$ cat src/rtl/serial_adder_if.sv
// Request/result bundle for the bit-serial adder: operands and start travel in,
// status and the held result travel out.
interface serial_adder_if #(
  parameter int WIDTH = 8
);
  logic             start;
  logic [WIDTH-1:0] a;
  logic [WIDTH-1:0] b;
  logic             cin;
  logic             busy;
  logic             done;
  logic [WIDTH-1:0] sum;
  logic             cout;

  modport master (
    output start, a, b, cin,
    input  busy, done, sum, cout
  );

  modport slave (
    input  start, a, b, cin,
    output busy, done, sum, cout
  );
endinterface

$ cat src/rtl/serial_adder.sv
// Bit-serial WIDTH-bit adder: one full-adder cell walks the operands LSB first,
// holding its carry in a flop between bits, and publishes sum/cout when finished.
module serial_adder #(
  parameter int WIDTH = 8
) (
  input  logic          clk,
  input  logic          rst_n,
  serial_adder_if.slave bus
);

  localparam int CW = $clog2(WIDTH + 1);
  localparam logic [CW-1:0] LAST = CW'(WIDTH - 1);

  typedef enum logic [1:0] {IDLE, RUN, DONE} state_e;

  state_e           state_q;
  logic [WIDTH-1:0] sa_q;
  logic [WIDTH-1:0] sb_q;
  logic [WIDTH-1:0] ps_q;
  logic [WIDTH-1:0] sum_q;
  logic             c_q;
  logic             cout_q;
  logic [CW-1:0]    cnt_q;

  logic             s_bit;
  logic             c_bit;
  logic [WIDTH-1:0] ps_d;

  // The single full-adder cell; ps_d is built with a shift then top-bit insert
  // so the same expression also holds for WIDTH=1.
  always_comb begin
    s_bit = sa_q[0] ^ sb_q[0] ^ c_q;
    c_bit = (sa_q[0] & sb_q[0]) | (c_q & (sa_q[0] ^ sb_q[0]));
    ps_d  = ps_q >> 1;
    ps_d[WIDTH-1] = s_bit;
  end

  always_ff @(posedge clk or negedge rst_n) begin
    if (!rst_n) begin
      state_q <= IDLE;
      sa_q    <= '0;
      sb_q    <= '0;
      ps_q    <= '0;
      sum_q   <= '0;
      c_q     <= 1'b0;
      cout_q  <= 1'b0;
      cnt_q   <= '0;
    end else begin
      case (state_q)
        IDLE: begin
          if (bus.start) begin
            sa_q    <= bus.a;
            sb_q    <= bus.b;
            c_q     <= bus.cin;
            ps_q    <= '0;
            cnt_q   <= '0;
            state_q <= RUN;
          end
        end
        RUN: begin
          sa_q  <= sa_q >> 1;
          sb_q  <= sb_q >> 1;
          ps_q  <= ps_d;
          c_q   <= c_bit;
          cnt_q <= cnt_q + CW'(1);
          // Result registers move only here, so partial sums never leak out.
          if (cnt_q == LAST) begin
            sum_q   <= ps_d;
            cout_q  <= c_bit;
            state_q <= DONE;
          end
        end
        DONE:    state_q <= IDLE;
        default: state_q <= IDLE;
      endcase
    end
  end

  assign bus.busy = (state_q == RUN);
  assign bus.done = (state_q == DONE);
  assign bus.sum  = sum_q;
  assign bus.cout = cout_q;

endmodule
$ cat src/flat_wrapper.sv
// flat-port wrapper written by rule: the top's interface ports become plain ports
module serial_adder_flat 
#(
  parameter int WIDTH = 8
)
  (clk, rst_n, bus_start, bus_a, bus_b, bus_cin, bus_busy, bus_done, bus_sum, bus_cout);
  serial_adder_if #(.WIDTH(WIDTH)) bus_i ();
  input  logic clk;
  input  logic rst_n;
  input wire logic [$bits(bus_i.start)-1:0] bus_start;
  input wire logic [$bits(bus_i.a)-1:0] bus_a;
  input wire logic [$bits(bus_i.b)-1:0] bus_b;
  input wire logic [$bits(bus_i.cin)-1:0] bus_cin;
  output wire logic [$bits(bus_i.busy)-1:0] bus_busy;
  output wire logic [$bits(bus_i.done)-1:0] bus_done;
  output wire logic [$bits(bus_i.sum)-1:0] bus_sum;
  output wire logic [$bits(bus_i.cout)-1:0] bus_cout;
  assign bus_i.start = bus_start;
  assign bus_i.a = bus_a;
  assign bus_i.b = bus_b;
  assign bus_i.cin = bus_cin;
  assign bus_busy = bus_i.busy;
  assign bus_done = bus_i.done;
  assign bus_sum = bus_i.sum;
  assign bus_cout = bus_i.cout;
  serial_adder #(.WIDTH(WIDTH)) u_core (.clk(clk), .rst_n(rst_n), .bus(bus_i));
endmodule
$ cat config.mk
export PLATFORM = sky130hd
export DESIGN_NAME = serial_adder_flat
export DESIGN_NICKNAME = d
export VERILOG_FILES = /design/src/rtl/serial_adder_if.sv /design/src/rtl/serial_adder.sv /design/src/flat_wrapper.sv
export SDC_FILE = /design/constraint.sdc
export NUM_CORES = 1
export LEC_CHECK = 0
export ABC_CLOCK_PERIOD_IN_PS = 1330
export BUFFER_PORTS_ARGS = -buffer_cell sky130_fd_sc_hd__buf_2
export CAP_MARGIN = 10
export CORE_MARGIN = 8
export CORE_UTILIZATION = 51
export CTS_BUF_LIST = sky130_fd_sc_hd__clkbuf_4
export CTS_CLUSTER_DIAMETER = 100
export DETAILED_ROUTE_END_ITERATION = 6
export PLACE_DENSITY = 0.85
export SETUP_SLACK_MARGIN = 0.4
export SLEW_MARGIN = 20
export SYNTH_ARGS = -nofsm -noshare
export SYNTH_HDL_FRONTEND = slang
export SYNTH_SLANG_ARGS = --single-unit
export TNS_END_PERCENT = 30
$ cat constraint.sdc
create_clock -name clk -period 1.33 [get_ports clk]
set_input_delay 0.0665 -clock clk [delete_from_list [all_inputs] [get_ports clk]]
set_output_delay 0.0665 -clock clk [all_outputs]
set_load 0.01 [all_outputs]
==> reports/metrics.cfg <==
[cells_and_area]
drive_gt1_share_pct=54.4
multi_input_area_um2=842
register_area_um2=978
antennaDiodeCount=0
fin_nets=249
fin_util_pct=82.7
layout_commonest_cell=dfrtp_1
final_cell_mix=37 x dfrtp_1, 29 x buf_2, 19 x buf_4, 16 x dlygate4sd3_1
synthToLayoutAreaGrowth_pct=59.6
fill_cells=187
postLayoutCellArea_mm2=0.00269

[die]
ios=31
num_rows=21
start_util_pct=51.8
coreArea_mm2=0.00326
die_width_um=73.5
die_y_um=73.5
dieArea_mm2=0.00541

[critical_path]
crit_path_top_delay_cell=dfrtp_1
end_kind=flop
rr_worst_depth=5
endpoint=u_core.bus.cout
crit_type=reg -> reg
required_ns=1.57
crit_chain=ha_2, nand2_2, nor3_4, buf_12, mux2_2
cp_num_cells=5
max_stage_delay_ns=0.40
path_buf_inv=1
rrSetupSlack_ns=-0.17
worstPathArrival_ns=1.73
startpoint=u_core.cnt_q[1]
start_kind=flop
reg2reg_to=u_core.bus.cout
critPathMaxFanout=9
r2r-start=u_core.cnt_q[1]
cp_top_family=flip-flops

[clock_network]
insertion_delay_ns=0.36
cts_made_buffers=5
clkTransAtPathRegs_ns=0.12
cts_tree=done
h-tree-depth=2
cts_root_buf=clkbuf_4
clkSinkCount=39
clockBufferDepth=2

[route]
wirelength_mm=5.61
ant_nets=0
route.detailed.wl_per_inst_um=20.5
drt_iter0_markers=94
viasPerCell=5.84
vias=1599
dr.pass1.iters=5
drc=0

[yosys]
ys_types=23
muxShareOfSynthArea_pct=6.60
synth_warnings=0
syn_inst=146
synth_area_leader_cell=dfrtp_1
yosysSeqAreaShare_pct=57.8
synth_area_mm2=0.00169
synth_compound_area_share_pct=21.6
synth_top_cell_area_share_pct=57.8
synth_top_family_by_area=compound AO/OA/AOI/OAI gates
syn-num-nets=168
synth_simple_gate_area_share_pct=9.64
synthAdderAreaFrac_pct=1.93
syn_area_per_cell_um2=11.6
synth_area_leaders=dfrtp_1 58%, a22oi_1 7.1%, mux2_2 6.0%
synth-xor-area-share_pct=0
ys_ff_latch=39

[sta]
max_freq_mhz=669
maxSlewHeadroom_pct=67.0
slew_violations=0
skew_ns=0.0166
tightest_slew_ns=0.494
timing.final.crit_period_ns=1.50
setup_slack_ns=-0.165
setup_viol=11
period_share_pct=112
grt_setup_unrepaired=true
timing_hold_violations_final=0

[place]
portBuffers=30
dp_hpwl_mm=2.63
dpl-instance-area_mm2=0.00201
place.gp.congestion=0.778

[run_status]
outcome=finished with violations
failed_checks=setup timing

[grt]
grt_pass1_vias=1632
grtUsageTotal_pct=19.9
grt_overflow_total=0
antenna_found_initial=0
grt_max_degree=40
grt_pass1_wl_mm=8.18

[flow_run]
maxCapViolations=0

[power]
cellLeakagePower_nw=1.26
power_density_mw_per_mm2=2330
vdd_drop_max_uv=1520

[min_path]
hp-class=in -> reg

kinds of logic (layout without fill, tap and decap cells):
logic type / after synthesis / count (layout)
AOI/OAI and AO/OA: 56 / 56
and+or+nand+nor: 29 / 29
adders and majority gates: 2 / 2
muxes: 10 / 10
buffers and inverters: 10 / 92
DFF: 39 / 39
power breakdown:
group,switching [mW],internal (mW)
Clock,0.399,0.386
Combinational,1.57,1.79
Sequential,0.435,1.69
Total,2.40,3.86
sequential cells by signal, indices dropped and copies added, names as in the netlist:
name	count
u_core.bus.cout	1
u_core.c_q	1
u_core.bus.sum	8
u_core.sa_q	8
u_core.state_q	2
u_core.cnt_q	4
u_core.ps_q	7
u_core.sb_q	8
synthesized netlist by cell type:
cell type / instances
a22oi_1: 16
nor3_4: 1
clkbuf_1: 5
nor2_1: 2
o21bai_2: 1
a22o_1: 8
nand3_1: 1
nor2b_1: 13
fa_1: 1
mux2_2: 9
a32o_1: 1
mux2i_1: 1
buf_2: 3
ha_1: 1
nand2_1: 10
dfrtp_1: 39
a21oi_1: 11
and2_1: 1
clkinv_1: 1
nand2b_2: 1
inv_1: 1
o21ai_0: 18
o31ai_1: 1
repair_timing:
item	4_1_cts	5_1_grt
endpoints found under the hold margin	54	0
setup endpoints to repair	50	50
gates resized for setup	58	22
hold buffers	16	0
gates cloned	1	1
setup buffers	5	12
pin swaps	27	22
tightest hold or removal path, stage by stage:
cell and delay (ns):
buf_2 0.08, a22oi_1 0.07, o21ai_2 0.12
metal layers:
layer  track usage (%)  part of all wire, %  up-vias
met5                 0                    0        -
met4              7.10                  4.5        0
met3              5.87                  6.1       23
met2              34.7                   54       87
met1              22.4                   36      797
li1                  -                    -      692
per-stage QoR:
stage	setup TNS, ns	hold WS, ns	cells	setup slack [ns]	power (mW)
floorplan	-0.915	-0.229	146	-0.102	3.25
global placement	-0.245	0.134	231	-0.0281	3.90
detailed placement	-0.643	0.140	231	-0.0804	4.05
CTS	-0.716	0.00911	261	-0.0888	5.61
global route	-2.02	-0.00546	274	-0.216	6.59
finish	-1.40	0.00472	274	-0.165	6.26
worst min path at each step:
stage | startpoint | endpoint | cells past startpoint
after CTS | bus_a[1] | u_core.sa_q[1] | 3
after global routing | bus_a[1] | u_core.sa_q[1] | 3
after floorplan | rst_n | u_core.bus.cout | 0
final | bus_b[4] | u_core.sb_q[4] | 3
after detailed placement | rst_n | u_core.ps_q[2] | 2
after global placement | rst_n | u_core.ps_q[1] | 2
layout make-up:
class	instances	area share [%]
Tap cell	46	2.14
Sequential cell	39	36.3
Clock inverter	3	1.44
Clock buffer	5	1.39
Timing Repair Buffer	82	26.7
Multi-Input combinational cell	97	31.3
Inverter	2	0.743
(Power assumes the default switching activity.)
